`config.mk`:
```
export PLATFORM = sky130hd
export DESIGN_NAME = spi_axis_txn_ctrl_flat
export DESIGN_NICKNAME = d
export VERILOG_FILES = /design/src/rtl/spi_axis_txn_ctrl_if.sv /design/src/rtl/spi_axis_txn_ctrl.sv /design/src/flat_wrapper.sv
export SDC_FILE = /design/constraint.sdc
export NUM_CORES = 1
export LEC_CHECK = 0
export CORE_ASPECT_RATIO = 2
export CORE_UTILIZATION = 37
export CTS_BUF_LIST = sky130_fd_sc_hd__clkbuf_16
export DETAILED_ROUTE_END_ITERATION = 12
export GPL_ROUTABILITY_DRIVEN = 1
export GPL_TIMING_DRIVEN = 0
export SLEW_MARGIN = 5
export SYNTH_ARGS = -nofsm -noshare
export SYNTH_HDL_FRONTEND = slang
export SYNTH_SLANG_ARGS = --single-unit
```
`constraint.sdc`:
```
create_clock -name clk -period 2.24 [get_ports clk]
set_input_delay 0.448 -clock clk [delete_from_list [all_inputs] [get_ports clk]]
set_output_delay 0.448 -clock clk [all_outputs]
set_load 0.02 [all_outputs]
```
`src/rtl/spi_axis_txn_ctrl_if.sv`:
```
// Handshake bundle for spi_axis_txn_ctrl: command, user write/read streams and both SPI AXIS ports.
// "slave" is the controller's view; "master" is the host + SPI-interface side that surrounds it.
interface spi_axis_txn_ctrl_if #(
  parameter int LEN_W = 8
);
  logic             cmd_valid;
  logic             cmd_ready;
  logic [LEN_W-1:0] cmd_wr_len;
  logic [LEN_W-1:0] cmd_rd_len;

  logic [7:0]       s_wr_tdata;
  logic             s_wr_tvalid;
  logic             s_wr_tready;

  logic [7:0]       m_rd_tdata;
  logic             m_rd_tvalid;
  logic             m_rd_tready;
  logic             m_rd_tlast;

  logic [7:0]       spi_tx_tdata;
  logic             spi_tx_tvalid;
  logic             spi_tx_tready;

  logic [7:0]       spi_rx_tdata;
  logic             spi_rx_tvalid;
  logic             spi_rx_tready;

  modport master (
    output cmd_valid, cmd_wr_len, cmd_rd_len,
    output s_wr_tdata, s_wr_tvalid, m_rd_tready,
    output spi_tx_tready, spi_rx_tdata, spi_rx_tvalid,
    input  cmd_ready, s_wr_tready,
    input  m_rd_tdata, m_rd_tvalid, m_rd_tlast,
    input  spi_tx_tdata, spi_tx_tvalid, spi_rx_tready
  );

  modport slave (
    input  cmd_valid, cmd_wr_len, cmd_rd_len,
    input  s_wr_tdata, s_wr_tvalid, m_rd_tready,
    input  spi_tx_tready, spi_rx_tdata, spi_rx_tvalid,
    output cmd_ready, s_wr_tready,
    output m_rd_tdata, m_rd_tvalid, m_rd_tlast,
    output spi_tx_tdata, spi_tx_tvalid, spi_rx_tready
  );
endinterface

```
`src/rtl/spi_axis_txn_ctrl.sv`:
```
// Transaction sequencer for the byte-stream SPI master: write payload, 0x00 dummy bytes, read forwarding.
// Optional receive timeout is enabled by defining SPI_TXN_CTRL_TIMEOUT_EN.
module spi_axis_txn_ctrl #(
  parameter int LEN_W          = 8,
  parameter int GAP_CYCLES     = 4,
  parameter int TIMEOUT_CYCLES = 1024
) (
  input  logic               clk,
  input  logic               resn,
  spi_axis_txn_ctrl_if.slave bus,
  output logic               busy,
  output logic               done,
  output logic               err_timeout
);
  localparam int GAP_W = (GAP_CYCLES > 1) ? $clog2(GAP_CYCLES) : 1;
  localparam logic [GAP_W-1:0] GAP_LOAD = GAP_W'(GAP_CYCLES - 1);
  localparam logic [LEN_W-1:0] LEN_ONE  = LEN_W'(1);
  localparam logic [LEN_W:0]   CNT_ONE  = (LEN_W + 1)'(1);

  typedef enum logic [2:0] {IDLE, WRITE, DUMMY, DRAIN, GAP} state_t;

  state_t           state_reg;
  logic [LEN_W-1:0] wr_len_reg, rd_len_reg, tx_cnt_reg;
  logic [LEN_W:0]   total_reg, rx_cnt_reg;
  logic [GAP_W-1:0] gap_cnt_reg;
  logic             busy_reg, done_reg;
  logic             active, rx_keep, tx_fire, rx_fire;

  if (GAP_CYCLES < 1 || TIMEOUT_CYCLES < 2) begin : g_param_check
    $error("spi_axis_txn_ctrl: GAP_CYCLES must be >= 1 and TIMEOUT_CYCLES >= 2");
  end

`ifdef SPI_TXN_CTRL_TIMEOUT_EN
  localparam int TO_W = $clog2(TIMEOUT_CYCLES);
  localparam logic [TO_W-1:0] TO_LAST = TO_W'(TIMEOUT_CYCLES - 1);
  localparam logic [TO_W-1:0] TO_ONE  = TO_W'(1);
  logic [TO_W-1:0] to_cnt_reg;
  logic            err_reg;
  assign err_timeout = err_reg;
`else
  assign err_timeout = 1'b0;
`endif

  assign active = (state_reg == WRITE) || (state_reg == DUMMY) || (state_reg == DRAIN);
  // Write-phase echo bytes are swallowed; anything past the expected total is treated as stray.
  assign rx_keep = active && (rx_cnt_reg >= {1'b0, wr_len_reg}) && (rx_cnt_reg < total_reg);

  assign bus.cmd_ready     = (state_reg == IDLE);
  assign bus.spi_rx_tready = rx_keep ? bus.m_rd_tready : 1'b1;
  assign bus.m_rd_tvalid   = rx_keep && bus.spi_rx_tvalid;
  assign bus.m_rd_tdata    = bus.spi_rx_tdata;
  assign bus.m_rd_tlast    = rx_keep && (rx_cnt_reg == total_reg - CNT_ONE);
  assign rx_fire           = active && bus.spi_rx_tvalid && bus.spi_rx_tready;

  always_comb begin
    bus.spi_tx_tdata  = 8'h00;
    bus.spi_tx_tvalid = 1'b0;
    bus.s_wr_tready   = 1'b0;
    case (state_reg)
      WRITE: begin
        bus.spi_tx_tdata  = bus.s_wr_tdata;
        bus.spi_tx_tvalid = bus.s_wr_tvalid;
        bus.s_wr_tready   = bus.spi_tx_tready;
      end
      DUMMY:   bus.spi_tx_tvalid = 1'b1;
      default: ;
    endcase
  end
  assign tx_fire = bus.spi_tx_tvalid && bus.spi_tx_tready;

  assign busy = busy_reg;
  assign done = done_reg;

  always_ff @(posedge clk) begin
    if (!resn) begin
      state_reg   <= IDLE;
      wr_len_reg  <= '0;
      rd_len_reg  <= '0;
      tx_cnt_reg  <= '0;
      total_reg   <= '0;
      rx_cnt_reg  <= '0;
      gap_cnt_reg <= '0;
      busy_reg    <= 1'b0;
      done_reg    <= 1'b0;
`ifdef SPI_TXN_CTRL_TIMEOUT_EN
      to_cnt_reg  <= '0;
      err_reg     <= 1'b0;
`endif
    end else begin
      done_reg <= 1'b0;
      if (rx_fire && rx_cnt_reg != total_reg)
        rx_cnt_reg <= rx_cnt_reg + CNT_ONE;

      case (state_reg)
        IDLE: if (bus.cmd_valid) begin
          wr_len_reg <= bus.cmd_wr_len;
          rd_len_reg <= bus.cmd_rd_len;
          total_reg  <= {1'b0, bus.cmd_wr_len} + {1'b0, bus.cmd_rd_len};
          tx_cnt_reg <= '0;
          rx_cnt_reg <= '0;
          busy_reg   <= 1'b1;
`ifdef SPI_TXN_CTRL_TIMEOUT_EN
          to_cnt_reg <= '0;
          err_reg    <= 1'b0;
`endif
          if (bus.cmd_wr_len != '0) begin
            state_reg <= WRITE;
          end else if (bus.cmd_rd_len != '0) begin
            state_reg <= DUMMY;
          end else begin
            state_reg   <= GAP;
            done_reg    <= 1'b1;
            gap_cnt_reg <= GAP_LOAD;
          end
        end
        WRITE: if (tx_fire) begin
          if (tx_cnt_reg == wr_len_reg - LEN_ONE) begin
            tx_cnt_reg <= '0;
            state_reg  <= (rd_len_reg != '0) ? DUMMY : DRAIN;
          end else begin
            tx_cnt_reg <= tx_cnt_reg + LEN_ONE;
          end
        end
        DUMMY: if (tx_fire) begin
          if (tx_cnt_reg == rd_len_reg - LEN_ONE)
            state_reg <= DRAIN;
          else
            tx_cnt_reg <= tx_cnt_reg + LEN_ONE;
        end
        DRAIN: begin
          if (rx_cnt_reg == total_reg || (rx_fire && rx_cnt_reg == total_reg - CNT_ONE)) begin
            state_reg   <= GAP;
            done_reg    <= 1'b1;
            gap_cnt_reg <= GAP_LOAD;
          end
        end
        GAP: begin
          // TX valid is low here, letting the SPI interface release chip-select.
          if (gap_cnt_reg == '0) begin
            state_reg <= IDLE;
            busy_reg  <= 1'b0;
          end else begin
            gap_cnt_reg <= gap_cnt_reg - 1'b1;
          end
        end
        default: state_reg <= IDLE;
      endcase

`ifdef SPI_TXN_CTRL_TIMEOUT_EN
      // Timeout overrides any normal transition taken in the same cycle.
      if (active) begin
        if (rx_fire) begin
          to_cnt_reg <= '0;
        end else if (to_cnt_reg == TO_LAST) begin
          to_cnt_reg  <= '0;
          err_reg     <= 1'b1;
          done_reg    <= 1'b1;
          state_reg   <= GAP;
          gap_cnt_reg <= GAP_LOAD;
        end else begin
          to_cnt_reg <= to_cnt_reg + TO_ONE;
        end
      end
`endif
    end
  end
endmodule

```
`src/flat_wrapper.sv`:
```
// flat-port wrapper written by rule: the top's interface ports become plain ports
module spi_axis_txn_ctrl_flat 
#(
  parameter int LEN_W          = 8,
  parameter int GAP_CYCLES     = 4,
  parameter int TIMEOUT_CYCLES = 1024
)
  (clk, resn, busy, done, err_timeout, bus_cmd_valid, bus_cmd_wr_len, bus_cmd_rd_len, bus_s_wr_tdata, bus_s_wr_tvalid, bus_m_rd_tready, bus_spi_tx_tready, bus_spi_rx_tdata, bus_spi_rx_tvalid, bus_cmd_ready, bus_s_wr_tready, bus_m_rd_tdata, bus_m_rd_tvalid, bus_m_rd_tlast, bus_spi_tx_tdata, bus_spi_tx_tvalid, bus_spi_rx_tready);
  spi_axis_txn_ctrl_if #(.LEN_W(LEN_W)) bus_i ();
  input  logic clk;
  input  logic resn;
  output logic busy;
  output logic done;
  output logic err_timeout;
  input wire logic [$bits(bus_i.cmd_valid)-1:0] bus_cmd_valid;
  input wire logic [$bits(bus_i.cmd_wr_len)-1:0] bus_cmd_wr_len;
  input wire logic [$bits(bus_i.cmd_rd_len)-1:0] bus_cmd_rd_len;
  input wire logic [$bits(bus_i.s_wr_tdata)-1:0] bus_s_wr_tdata;
  input wire logic [$bits(bus_i.s_wr_tvalid)-1:0] bus_s_wr_tvalid;
  input wire logic [$bits(bus_i.m_rd_tready)-1:0] bus_m_rd_tready;
  input wire logic [$bits(bus_i.spi_tx_tready)-1:0] bus_spi_tx_tready;
  input wire logic [$bits(bus_i.spi_rx_tdata)-1:0] bus_spi_rx_tdata;
  input wire logic [$bits(bus_i.spi_rx_tvalid)-1:0] bus_spi_rx_tvalid;
  output wire logic [$bits(bus_i.cmd_ready)-1:0] bus_cmd_ready;
  output wire logic [$bits(bus_i.s_wr_tready)-1:0] bus_s_wr_tready;
  output wire logic [$bits(bus_i.m_rd_tdata)-1:0] bus_m_rd_tdata;
  output wire logic [$bits(bus_i.m_rd_tvalid)-1:0] bus_m_rd_tvalid;
  output wire logic [$bits(bus_i.m_rd_tlast)-1:0] bus_m_rd_tlast;
  output wire logic [$bits(bus_i.spi_tx_tdata)-1:0] bus_spi_tx_tdata;
  output wire logic [$bits(bus_i.spi_tx_tvalid)-1:0] bus_spi_tx_tvalid;
  output wire logic [$bits(bus_i.spi_rx_tready)-1:0] bus_spi_rx_tready;
  assign bus_i.cmd_valid = bus_cmd_valid;
  assign bus_i.cmd_wr_len = bus_cmd_wr_len;
  assign bus_i.cmd_rd_len = bus_cmd_rd_len;
  assign bus_i.s_wr_tdata = bus_s_wr_tdata;
  assign bus_i.s_wr_tvalid = bus_s_wr_tvalid;
  assign bus_i.m_rd_tready = bus_m_rd_tready;
  assign bus_i.spi_tx_tready = bus_spi_tx_tready;
  assign bus_i.spi_rx_tdata = bus_spi_rx_tdata;
  assign bus_i.spi_rx_tvalid = bus_spi_rx_tvalid;
  assign bus_cmd_ready = bus_i.cmd_ready;
  assign bus_s_wr_tready = bus_i.s_wr_tready;
  assign bus_m_rd_tdata = bus_i.m_rd_tdata;
  assign bus_m_rd_tvalid = bus_i.m_rd_tvalid;
  assign bus_m_rd_tlast = bus_i.m_rd_tlast;
  assign bus_spi_tx_tdata = bus_i.spi_tx_tdata;
  assign bus_spi_tx_tvalid = bus_i.spi_tx_tvalid;
  assign bus_spi_rx_tready = bus_i.spi_rx_tready;
  spi_axis_txn_ctrl #(.LEN_W(LEN_W), .GAP_CYCLES(GAP_CYCLES), .TIMEOUT_CYCLES(TIMEOUT_CYCLES)) u_core (.clk(clk), .resn(resn), .bus(bus_i), .busy(busy), .done(done), .err_timeout(err_timeout));
endmodule
```
Word level (Yosys, flattened, before mapping)
Index checks and enable logic that the tools add are counted.
{"block": "totals", "regBits": 49, "latch_bits": 0, "ram_bits": 0, "romBits": 0, "input_bits": 39, "out_inout_bits": 25, "elab_cells": 101, "n_memories": 0}
{"block": "classes", "addsub": 7, "multipliers": 0, "div": 0, "order_cmp": 2, "eq_ne": 20, "n_shift": 0, "muxes": 38, "bitwise_logic": 0, "reduce_logical": 25}
{"operator": "8-bit 2-to-1 mux", "count": 6}
{"operator": "3-bit 2-to-1 mux", "count": 9}
{"operator": "9-bit 2-to-1 mux", "count": 3}
{"operator": "8-bit case mux with 3 select lines", "count": 1}
{"operator": "8-bit nonzero test", "count": 3}
{"operator": "9-bit == test", "count": 2}
{"operator": "8-bit == test", "count": 2}
{"operator": "2-bit inequality test, second input constant", "count": 8}
{"operator": "8-bit by 1-bit subtractor with 8-bit output, second input constant", "count": 2}
{"operator": "3-bit case mux with 5 select lines", "count": 1}
{"operator": "2-bit 2-to-1 mux", "count": 5}
{"operator": "8-bit by 8-bit adder with 9-bit output", "count": 1}
{"operator": "9-bit by 1-bit adder with 9-bit output, second input constant", "count": 1}
{"operator": "9-bit by 8-bit >= comparator with 1-bit output", "count": 1}
{"operator": "1-bit logical AND", "count": 9}
{"operator": "9-bit < comparator", "count": 1}
{"operator": "1-bit 2-to-1 mux", "count": 9}
{"operator": "9-bit inequality test", "count": 1}
{"operator": "9-bit by 1-bit subtractor with 9-bit output, second input constant", "count": 1}
{"operator": "8-bit by 1-bit adder with 8-bit output, second input constant", "count": 1}
{"operator": "7-bit AND reduction", "count": 1}
{"operator": "3-bit by 2-bit == test with 1-bit output, second input constant", "count": 2}
{"operator": "2-bit by 1-bit inequality test with 1-bit output, second input constant", "count": 3}
{"operator": "1-bit case mux with 2 select lines", "count": 3}
{"operator": "13 further kinds", "count": 16}

Longest topological paths before layout
Gate-level depths: netlist (run 1).
{"block": "depth", "depth_word": 11, "mapped_depth": 10}

Least setup slack after synthesis (run 1)
No wires, ideal clock.
{"block": "synth_timing", "kind": "register to register", "start": "reg u_core.rx_cnt_reg[0]", "end": "reg u_core.rx_cnt_reg[7]", "arrival_ns": 2.510, "t_required_ns": 2.168, "slack_ns": -0.342, "stages_incl_launch_ff": 10, "path_buffers": 0, "synth_period_minus_slack_ns": 2.582, "cell_sequence": "dfxtp_1 -> inv_1 -> ha_1 -> nand2b_1 -> a2111oi_0 -> nor3_1 -> o211ai_2 -> nand4_1 -> or3_1 -> a21oi_1"}
{"block": "synth_via", "elab_chain_len": 9, "word_cells_on_any_way": 12, "classes_between": "add/sub: 1; order compare: 2; eq/ne: 1; mux: 4; reduce/logical: 4"}
{"element": "start: declaration", "line": "spi_axis_txn_ctrl.sv:24", "source": "logic [LEN_W:0] total_reg, rx_cnt_reg;"}
{"element": "start signal: assignment", "line": "spi_axis_txn_ctrl.sv:92", "source": "rx_cnt_reg <= rx_cnt_reg + CNT_ONE;"}
{"element": "9-bit by 8-bit >= comparator with 1-bit output", "line": "spi_axis_txn_ctrl.sv:46", "source": "assign rx_keep = active && (rx_cnt_reg >= {1'b0, wr_len_reg}) && (rx_cnt_reg < total_reg);"}
{"element": "1-bit logical AND", "line": "spi_axis_txn_ctrl.sv:46"}
{"element": "1-bit logical AND (*)", "line": "spi_axis_txn_ctrl.sv:46"}
{"element": "1-bit 2-to-1 mux (*)", "line": "spi_axis_txn_ctrl.sv:49", "source": "assign bus.spi_rx_tready = rx_keep ? bus.m_rd_tready : 1'b1;"}
{"element": "named net bus_spi_rx_tready", "line": "flat_wrapper.sv:31", "source": "output wire logic [$bits(bus_i.spi_rx_tready)-1:0] bus_spi_rx_tready;"}
{"element": "1-bit logical AND (*)", "line": "spi_axis_txn_ctrl.sv:53", "source": "assign rx_fire = active && bus.spi_rx_tvalid && bus.spi_rx_tready;"}
{"element": "1-bit logical AND (*)", "line": "spi_axis_txn_ctrl.sv:91", "source": "if (rx_fire && rx_cnt_reg != total_reg)"}
{"element": "9-bit 2-to-1 mux (*)", "line": "spi_axis_txn_ctrl.sv:91"}
{"element": "9-bit 2-to-1 mux", "line": "spi_axis_txn_ctrl.sv:95", "source": "IDLE: if (bus.cmd_valid) begin"}
{"element": "9-bit 2-to-1 mux (*)", "line": "spi_axis_txn_ctrl.sv:94", "source": "case (state_reg)"}
The timed path passes the listed nets; every way through them passes the cells marked *.
A chain may end at the register's enable or synchronous reset.

Final worst setup path (run 1)
{"block": "layout_timing", "start": "reg u_core.total_reg[1]", "end": "out bus_m_rd_tlast"}
{"block": "layout_via", "elab_chain_len": 3, "word_cells_on_any_way": 5, "classes_between": "add/sub: 1; order compare: 1; eq/ne: 1; reduce/logical: 2"}
{"element": "start: declaration", "line": "spi_axis_txn_ctrl.sv:24"}
{"element": "start signal: assignment", "line": "spi_axis_txn_ctrl.sv:98", "source": "total_reg <= {1'b0, bus.cmd_wr_len} + {1'b0, bus.cmd_rd_len};"}
{"element": "9-bit by 1-bit subtractor with 9-bit output / 9-bit < comparator (equally long branches)", "line": "spi_axis_txn_ctrl.sv:52, spi_axis_txn_ctrl.sv:46"}
{"element": "9-bit == test / 1-bit logical AND (equally long branches)", "line": "spi_axis_txn_ctrl.sv:52, spi_axis_txn_ctrl.sv:46"}
{"element": "1-bit logical AND (*)", "line": "spi_axis_txn_ctrl.sv:52", "source": "assign bus.m_rd_tlast = rx_keep && (rx_cnt_reg == total_reg - CNT_ONE);"}
{"element": "end: declaration", "line": "flat_wrapper.sv:28", "source": "output wire logic [$bits(bus_i.m_rd_tlast)-1:0] bus_m_rd_tlast;"}
Mark *: on every way between the ends. The rest lies on a longest branch, timed or not.

==> results of run 1 <==
-- cell type report --
| cell class | count | area, sq um | area share, % |
|---|---|---|---|
| Timing Repair Buffer | 92 | 838 | 15.1 |
| Inverter | 39 | 164 | 2.95 |
| Sequential cell | 49 | 1050 | 19.0 |
| Multi-Input combinational cell | 387 | 3020 | 54.3 |
| Clock buffer | 5 | 125 | 2.25 |
| Clock inverter | 3 | 38.8 | 0.699 |
| Buffer | 27 | 149 | 2.68 |
| Tap cell | 135 | 169 | 3.04 |
-- where the power goes --
group	switching [mW]	leakage (nW)	internal (mW)	total, mW
Combinational	1.53	1.71	1.33	2.86
Sequential	0.199	0.416	1.03	1.23
Clock	0.334	0.0850	0.521	0.855
-- stage by stage --
stage	total power, mW	hold WS [ns]	instance area (sq um)	cells
after floorplan	2.70	0.441	3860	504
after global placement	3.28	0.451	4560	692
after detailed placement	3.33	0.455	4560	692
after CTS	4.69	0.468	5250	727
after global routing	5.26	0.492	5550	737
final	4.94	0.465	5550	737
-- repair_timing --
item,in CTS,in global routing
resized for setup,127,47
pin swaps,35,30
setup buffers,29,13
hold buffers,0,0
gates cloned,1,0
hold endpoints to repair,0,0
endpoints found under the setup margin,44,47
-- kinds of logic (layout without fill, tap and decap cells) --
kind of cell | count (synthesis) | after routing | share of synthesized area (%)
AO/OA/AOI/OAI | 122 | 123 | 21.3
XOR/XNOR | 40 | 40 | 9.23
adder cells (fa/ha/maj) | 32 | 32 | 10.7
buffers and inverters | 69 | 166 | 8.01
flip-flops | 49 | 49 | 25.8
multiplexers | 2 | 2 | 0.528
other | 1 | 1 | 0.0988
AND/OR/NAND/NOR | 189 | 189 | 24.2
-- metal layers --
metal	up-vias	track usage [%]	part of all wire (%)
met5	-	0	0
met1	1930	22.1	33
met4	0	18.1	7.5
met3	45	2.64	2.6
li1	1980	-	-
met2	106	48.1	57
-- cells in the mapped netlist (3+ instances only) --
cell type / instances
nand2_1: 67
dfxtp_1: 49
a21oi_1: 43
inv_1: 38
ha_1: 31
nor2_1: 31
xnor2_1: 21
xor2_1: 19
and3_1: 18
o21ai_0: 17
clkbuf_1: 16
nand3_1: 15
nor3_1: 14
nor4_1: 10
or3_1: 10
buf_4: 9
o21a_1: 8
a211oi_1: 7
o211ai_1: 7
a31oi_1: 5
nand4_1: 4
nor2b_1: 4
or4_1: 4
a2111oi_0: 3
a221oi_1: 3
buf_2: 3
o21ai_1: 3
-- how the worst max path moves through the flow --
stage	end	slack [ns]	cells past startpoint
after floorplan	u_core.tx_cnt_reg[1]$_SDFFE_PN0P_	-0.03	7
after global placement	bus_m_rd_tlast	-0.92	10
after detailed placement	bus_m_rd_tlast	-0.96	10
after CTS	bus_m_rd_tlast	-0.31	8
after global routing	bus_m_rd_tlast	-0.42	8
final	bus_m_rd_tlast	-0.34	8
-- critical path: cells and delay by family, from the launching register on --
family	cells	cell delay, ns
simple gates	5	1.13
xor+xnor	1	0.09
buf+inv	2	0.24
flops	1	0.37
==> qor.yml, run 1 <==
setup_path:
  timing.critical_path.arrival_ns: 2.13
  r2r_setup_slack_ns: -0.25
  critical_path.startpoint: "u_core.total_reg[1]$_SDFFE_PN0P_"
  timing.critical_path.cells: "buf_6, nor3_4, xnor2_1, or3_4, nor4b_4, nand2_1, nor2_2, buf_6"
  setup.worst_path.end_class: "primary output"
  cpMostUsedCell: "buf_6"
  critical-path-slowest-cell: "or3_4"
  worstReg2RegEnd: "u_core.tx_cnt_reg[0]$_SDFFE_PN0P_"
  largest_fanout_of_any_net_on_the_critical_path: 4
  cp_slowest_stage_delay_ns: 0.38
  worstSetupPathType: "reg -> out"
  cp.required_ns: 1.79
  reg2reg_depth: 8
  start_kind: "flop"
  r2r_start: "u_core.rd_len_reg[1]$_SDFFE_PN0P_"
cells_and_area:
  layout.cells.most_common: "nand2_1"
  n_fill_cell: 982
  final_core_util_pct: 55.4
  area_growth_syn_to_layout_pct: 46.3
  layout_cells_sized_above_1_pct: 29.2
  layout.cells.most_common_list: "nand2_1, a21oi_1, buf_4"
  final_nets: 672
  n_antenna_cell: 0
routing:
  drtAntennaViolNets: 0
  post_drt_via_cell_ratio: 5.51
  detailedRoute.firstIterationViolations: 124
  detailroute.via_count: 4061
  avgRoutedWirePerCell_um: 17.6
  detailedRoute.firstPassIterationCount: 4
  drcViolationCount: 0
  finalWirelength_um: 13000
min_path:
  min_to: "u_core.gap_cnt_reg[1]$_SDFFE_PN0P_"
  hp-start: "u_core.gap_cnt_reg[1]$_SDFFE_PN0P_"
  hold_path_depth: 1
  hold_path.class: "reg -> reg"
timing:
  slew_headroom_pct: 63.3
  worstMarginPinSlew_ns: 0.546
  fin_crit_share_pct: 115
  rsz0062_at_grt: "yes"
  timing.final.setup_violations: 19
  finalWorstSetupSlack_ns: -0.339
  timing.final.crit_period_ns: 2.58
  hold_violations: 0
  setup-tns-final_ns: -3.20
  worst_clock_skew_ns: 0.00751
  max_freq_mhz: 388
  finalMaxSlewViolations: 0
clock_tree:
  cts.sink_count: 49
  clk_latency_ns: 0.29
  clockBufferDepth: 2
  cts_inserted_buffers: 5
  clock_tree_from_tritoncts: "yes"
  worst_setup_hold_path_clk_slew_ns: 0.07
  clock_tree.htree_level_count: 2
  clock-root-buffer: "clkbuf_16"
synthesis:
  synthesis.area_per_instance_sq_um: 7.53
  post_synth_instance_area_sq_um: 3790
  post-synth-top-area-fraction_pct: 25.8
  synth-seq-cells: 49
  asyncSetResetFlopFracSynth_pct: 0
  ys_seq_area_share_pct: 25.8
  synth_edf_count: 0
  synth_area_leader_cell: "dfxtp_1"
  yosys_warnings: 0
  synthesis.instances: 504
  synth_nets: 575
  post_synth_main_area_contributors: "dfxtp_1, ha_1, nand2_1"
  yosys_most_used_dff: "dfxtp_1"
  yosys.cell_types.count: 63
run:
  cap_viol_max_count: 0
die:
  pin_count: 64
  chipHeight_um: 145
  dieWidth_um: 73.6
  fp.coreArea_sq_um: 10000
  die_area_sq_um: 10700
  num_rows: 52
  initial_core_util_pct: 37.9
grt:
  global_route_congestion_overflow_total: 0
  pin_count_of_the_biggest_net_entering_global_routing: 16
  first_global_vias: 4127
  track_usage_pct: 24.9
  antenna_found_initial: 0
  global_route_wire_length_before_repair_um: 20100
power_and_ir_drop:
  ir_worst_vdd_mv: 0.439
  p_leak_nw: 2.21
  power.density_nw_per_um2: 890
place:
  io_buffer_count: 53
  place.gp.congestion: 0.883
  dp_worst_setup_slack_ns: -0.956
  place_hpwl_um: 9360
status:
  outcome: "finished with violations"
  violated_checks: "setup timing"
(Power assumes the default switching activity.)
==> run 2: changes to the inputs <==
--- a/config.mk
+++ b/config.mk
@@ -6,11 +6,13 @@
 export NUM_CORES = 1
 export LEC_CHECK = 0
 export CORE_ASPECT_RATIO = 2
-export CORE_UTILIZATION = 37
+export CORE_UTILIZATION = 58
 export CTS_BUF_LIST = sky130_fd_sc_hd__clkbuf_16
 export DETAILED_ROUTE_END_ITERATION = 12
+export DONT_BUFFER_PORTS = 1
 export GPL_ROUTABILITY_DRIVEN = 1
 export GPL_TIMING_DRIVEN = 0
+export PLACE_DENSITY = 0.76
 export SLEW_MARGIN = 5
 export SYNTH_ARGS = -nofsm -noshare
 export SYNTH_HDL_FRONTEND = slang
==> qor.yml, run 2 (synthesized netlist as in run 1, its figures left out) <==
min_path:
  hold_path.class: "in -> reg"
  hold_path_depth: 2
  hp-start: "bus_cmd_wr_len[3]"
  min_to: "u_core.wr_len_reg[3]$_SDFFE_PN0P_"
timing:
  setup-tns-final_ns: -5.30
  hold_violations: 0
  rsz0062_at_grt: "yes"
  timing.final.setup_violations: 23
  timing.final.crit_period_ns: 2.73
  fin_crit_share_pct: 122
  finalWorstSetupSlack_ns: -0.491
  max_freq_mhz: 366
  worstMarginPinSlew_ns: 0.590
  finalMaxSlewViolations: 0
  worst_clock_skew_ns: 0.0107
  slew_headroom_pct: 60.6
setup_path:
  cp.required_ns: 2.41
  start_kind: "flop"
  cp.buffers_inverters: 0
  worstSetupPathType: "reg -> reg"
  largest_fanout_of_any_net_on_the_critical_path: 5
  reg2reg_depth: 7
  cp_slowest_stage_delay_ns: 0.52
  timing.critical_path.arrival_ns: 2.90
  r2r_setup_slack_ns: -0.49
  worstReg2RegEnd: "u_core.rx_cnt_reg[6]$_SDFF_PN0_"
  setup.worst_path.end_class: "flop"
  crit_family: "compound AO/OA/AOI/OAI gates"
  timing.critical_path.cells: "ha_4, and3_4, a2111o_1, o211ai_4, nand4_1, o21ai_0, a21oi_1"
  critical-path-slowest-cell: "a2111o_1"
  r2r_start: "u_core.rx_cnt_reg[5]$_SDFF_PN0_"
clock_tree:
  cts.sink_count: 49
  holdBufCountCts: 0
  clockBufferDepth: 2
  clk_latency_ns: 0.30
  clock-root-buffer: "clkbuf_16"
  cts_inserted_buffers: 5
  worst_setup_hold_path_clk_slew_ns: 0.07
  clock_tree.htree_level_count: 2
  clock_tree_from_tritoncts: "yes"
grt:
  pin_count_of_the_biggest_net_entering_global_routing: 16
  global_route_wire_length_before_repair_um: 19800
  first_global_vias: 4080
  global_route_congestion_overflow_total: 0
  track_usage_pct: 38.8
  antenna_found_initial: 0
die:
  pin_count: 64
  fp.coreArea_sq_um: 6310
  chipHeight_um: 116
  dieWidth_um: 59.2
  initial_core_util_pct: 60.1
  num_rows: 41
  die_area_sq_um: 6890
power_and_ir_drop:
  ir_worst_vdd_mv: 0.740
  sw_share_pct: 44.8
  comb_power_share_pct: 58.5
  p_leak_nw: 1.95
  switchingPower_mw: 2.27
  power_report.internal_total_mw: 2.80
  clock_network_fraction_of_total_power_pct: 17.2
  power.density_nw_per_um2: 1010
  seqPwrFrac_pct: 24.3
place:
  place.gp.congestion: 0.943
  place_hpwl_um: 8340
  dp_worst_setup_slack_ns: -0.506
  io_buffer_count: 0
routing:
  finalWirelength_um: 13900
  drcViolationCount: 0
  detailroute.via_count: 4271
  detailedRoute.firstIterationViolations: 406
  drtAntennaViolNets: 0
  detailedRoute.firstPassIterationCount: 6
  avgRoutedWirePerCell_um: 21.9
  post_drt_via_cell_ratio: 6.74
run:
  cap_viol_max_count: 0
cells_and_area:
  n_antenna_cell: 0
  n_fill_cell: 415
  layout.cells.most_common: "nand2_1"
  final_nets: 618
  area_growth_syn_to_layout_pct: 31.9
  layout_cells_sized_above_1_pct: 31.4
  layout.cells.most_common_list: "nand2_1, buf_4, a21oi_1"
status:
  violated_checks: "setup timing"
  outcome: "finished with violations"
-- run 2: cell count changes in the layout (fill, tap and decap cells not counted), moves of 4 or more --
cell,before,now
clkdlybuf4s50_1,35,0
dlygate4sd2_1,13,0
buf_6,9,4
o21ai_1,2,7
dfxtp_1,22,26
ha_1,17,21
ha_4,13,9
nor2_4,1,5
o21ai_2,4,0
-- run 2: power by group through the flow --
stage / logic, mW / registers, mW / clock network, mW
6_report: 2.96 / 1.23 / 0.873
5_1_grt: 3.20 / 1.24 / 0.894
4_1_cts: 2.50 / 1.21 / 0.863
3_5_place_dp: 1.92 / 1.20 / 0
3_3_place_gp: 1.85 / 1.19 / 0
2_1_floorplan: 1.55 / 1.15 / 0
-- run 2: layout make-up --
cell class                      instances  area [sq um]  area share (%)
Inverter                               39           158            3.15
Tap cell                               86           108            2.15
Clock inverter                          3          41.3           0.825
Clock buffer                            5           125            2.50
Timing Repair Buffer                   36           294            5.87
Sequential cell                        49          1040            20.9
Multi-Input combinational cell        388          3080            61.5
Buffer                                 28           158            3.15
-- run 2: repair_timing --
action,CTS,global route
resized for setup,86,54
endpoints found under the setup margin,46,48
gates cloned,2,0
pin swaps,34,25
setup buffers,29,8
-- run 2: stage by stage --
| step | utilization [%] | cells | power, mW | hold slack, ns | cell area [sq um] |
|---|---|---|---|---|---|
| after global placement | 62.9 | 590 | 3.04 | 0.450 | 3970 |
| final | 79.4 | 634 | 5.07 | 0.273 | 5010 |
| after global routing | 79.4 | 634 | 5.34 | 0.278 | 5010 |
| after CTS | 74.8 | 627 | 4.57 | 0.272 | 4720 |
| after detailed placement | 62.9 | 590 | 3.12 | 0.455 | 3970 |
| after floorplan | - | 504 | 2.70 | 0.441 | 3860 |
-- run 2: layer usage --
| metal | vias up | share of wire, % | track usage (%) |
|---|---|---|---|
| li1 | 1876 | - | - |
| met1 | 2011 | 31 | 35.4 |
| met2 | 265 | 52 | 68.6 |
| met3 | 119 | 7.4 | 10.1 |
| met4 | 0 | 9.3 | 32.7 |
| met5 | - | 0 | 0 |
-- run 2: worst max path at each step --
| stage | from | end | slack, ns | cells after the start |
|---|---|---|---|---|
| after floorplan | u_core.rd_len_reg[2]$_SDFFE_PN0P_ | u_core.tx_cnt_reg[1]$_SDFFE_PN0P_ | -0.03 | 7 |
| after global placement | u_core.total_reg[0]$_SDFFE_PN0P_ | bus_m_rd_tlast | -0.50 | 8 |
| after detailed placement | u_core.total_reg[0]$_SDFFE_PN0P_ | bus_m_rd_tlast | -0.51 | 8 |
| after CTS | u_core.total_reg[1]$_SDFFE_PN0P_ | bus_m_rd_tlast | -0.27 | 7 |
| after global routing | u_core.wr_len_reg[6]$_SDFFE_PN0P_ | u_core.rx_cnt_reg[6]$_SDFF_PN0_ | -0.79 | 9 |
| final | u_core.rx_cnt_reg[5]$_SDFF_PN0_ | u_core.rx_cnt_reg[6]$_SDFF_PN0_ | -0.49 | 7 |
==> run 3: changes to the inputs <==
--- a/config.mk
+++ b/config.mk
@@ -5,13 +5,13 @@
 export SDC_FILE = /design/constraint.sdc
 export NUM_CORES = 1
 export LEC_CHECK = 0
-export CORE_ASPECT_RATIO = 2
 export CORE_UTILIZATION = 58
 export CTS_BUF_LIST = sky130_fd_sc_hd__clkbuf_16
 export DETAILED_ROUTE_END_ITERATION = 12
 export DONT_BUFFER_PORTS = 1
 export GPL_ROUTABILITY_DRIVEN = 1
 export GPL_TIMING_DRIVEN = 0
+export HOLD_SLACK_MARGIN = 0.03
 export PLACE_DENSITY = 0.76
 export SLEW_MARGIN = 5
 export SYNTH_ARGS = -nofsm -noshare
==> qor.yml, run 3 (synthesized netlist as in run 1, its figures left out) <==
setup_path:
  cp.required_ns: 1.79
  worstSetupPathType: "reg -> out"
  critical-path-slowest-cell: "or3_4"
  largest_fanout_of_any_net_on_the_critical_path: 3
  setup.worst_path.end_class: "primary output"
  timing.critical_path.cells: "inv_4, ha_4, xnor2_2, or3_4, nor4b_4, nand2_2, nor2_4"
  start_kind: "flop"
  timing.critical_path.arrival_ns: 2.13
  cp_slowest_stage_delay_ns: 0.41
cells_and_area:
  final_nets: 616
  layout.cells.most_common: "nand2_1"
  layout_cells_sized_above_1_pct: 31.5
  n_fill_cell: 397
  sequential_cell_area_sq_um: 1040
  n_antenna_cell: 0
  total_area_of_multi_input_combinational_cells_sq_um: 3080
  layout.cells.most_common_list: "nand2_1, buf_4, a21oi_1"
  instances_no_fill: 623
  area_growth_syn_to_layout_pct: 31.4
timing:
  max_freq_mhz: 388
  finalWorstSetupSlack_ns: -0.340
  finalMaxSlewViolations: 0
  worstMarginPinSlew_ns: 0.639
  timing.final.setup_violations: 23
  worst_clock_skew_ns: 0.00443
  fin_crit_share_pct: 115
  hold_violations: 0
  rsz0062_at_grt: "yes"
  slew_headroom_pct: 57.4
  timing.final.crit_period_ns: 2.58
routing:
  avgRoutedWirePerCell_um: 20.8
  detailroute.via_count: 4201
  finalWirelength_um: 12900
  detailedRoute.firstIterationViolations: 405
  detailedRoute.firstPassIterationCount: 5
  drcViolationCount: 0
  drtAntennaViolNets: 0
  post_drt_via_cell_ratio: 6.74
place:
  place.gp.congestion: 0.861
  dp.cells: 581
  dp_worst_setup_slack_ns: -0.529
  place_hpwl_um: 7490
  io_buffer_count: 0
clock_tree:
  clockBufferDepth: 2
  worst_setup_hold_path_clk_slew_ns: 0.07
  holdBufCountCts: 0
  cts_inserted_buffers: 5
  clock_tree_from_tritoncts: "yes"
  clock_tree.htree_level_count: 2
  cts.sink_count: 49
  clock-root-buffer: "clkbuf_16"
  clk_latency_ns: 0.29
power_and_ir_drop:
  sw_share_pct: 44.1
  power.density_nw_per_um2: 1010
  comb_power_share_pct: 58.1
  power_report.internal_total_mw: 2.83
  switchingPower_mw: 2.23
  clock_network_fraction_of_total_power_pct: 17.6
  seqPwrFrac_pct: 24.3
  p_leak_nw: 1.96
  ir_worst_vdd_mv: 0.612
grt:
  global_route_congestion_overflow_total: 0
  antenna_found_initial: 0
  pin_count_of_the_biggest_net_entering_global_routing: 18
  global_route_wire_length_before_repair_um: 18500
  track_usage_pct: 33.1
  first_global_vias: 3790
run:
  cap_viol_max_count: 0
status:
  violated_checks: "setup timing"
  outcome: "finished with violations"
die:
  pin_count: 64
  fp.coreArea_sq_um: 6350
  chipHeight_um: 82.9
  num_rows: 29
  initial_core_util_pct: 59.8
  dieWidth_um: 82.9
  die_area_sq_um: 6870
min_path:
  hold_path.class: "in -> reg"
-- run 3: timing repair --
item,4_1_cts,5_1_grt
resized for setup,88,51
gates cloned,1,0
pin swaps,33,32
buffers inserted,29,7
setup endpoints to repair,46,48
-- run 3: critical path: cells and delay by family, from the launching register on --
family | cells | cell delay (ns)
buffers and inverters | 1 | 0.04
DFF | 1 | 0.37
xor gates and xnor gates | 1 | 0.14
adders and majority gates | 1 | 0.24
and+or+nand+nor | 4 | 1.05
-- run 3: power by group through the flow --
stage	Clock (mW)	Combinational [mW]	Sequential (mW)
after floorplan	0	1.55	1.15
after global placement	0	1.82	1.19
after detailed placement	0	1.88	1.20
after CTS	0.884	2.45	1.20
after global routing	0.929	3.10	1.24
final	0.890	2.94	1.23
-- run 3: worst paths after layout --
check	cells past startpoint	slack, ns	end	startpoint
worst max-delay path	7	-0.34	bus_m_rd_tlast	u_core.total_reg[1]$_SDFFE_PN0P_
worst min-delay path	2	0.28	u_core.wr_len_reg[7]$_SDFFE_PN0P_	bus_cmd_wr_len[7]
worst max register to register	9	-0.31	u_core.rx_cnt_reg[7]$_SDFF_PN0_	u_core.rx_cnt_reg[0]$_SDFF_PN0_
worst min register to register	2	0.49	u_core.rd_len_reg[3]$_SDFFE_PN0P_	u_core.rd_len_reg[3]$_SDFFE_PN0P_
-- run 3: layer usage --
layer | global-route usage [%] | share of wire (%)
met4 | 10.2 | 4.4
met2 | 55.4 | 48
met1 | 42.6 | 38
met5 | 0 | 0
met3 | 6.76 | 9.9
-- run 3: area by class of cell --
type,count,area share (%)
clock inverter,3,0.953
sequential,49,20.9
clock buffer,5,2.51
multi-input combinational,387,61.7
buffer,27,2.94
tap,77,1.93
inverter,39,3.09
timing repair buffer,36,5.90
-- run 3: stage by stage --
stage	area, sq um	power, mW	util [%]	hold WS, ns	TNS (ns)
final	4990	5.06	78.5	0.281	-4.51
after global routing	4990	5.28	78.5	0.282	-6.26
after CTS	4710	4.53	74.2	0.282	-2.16
after detailed placement	3960	3.07	62.3	0.459	-7.60
after global placement	3960	3.01	62.3	0.451	-5.18
after floorplan	3860	2.70	-	0.441	-0.0745
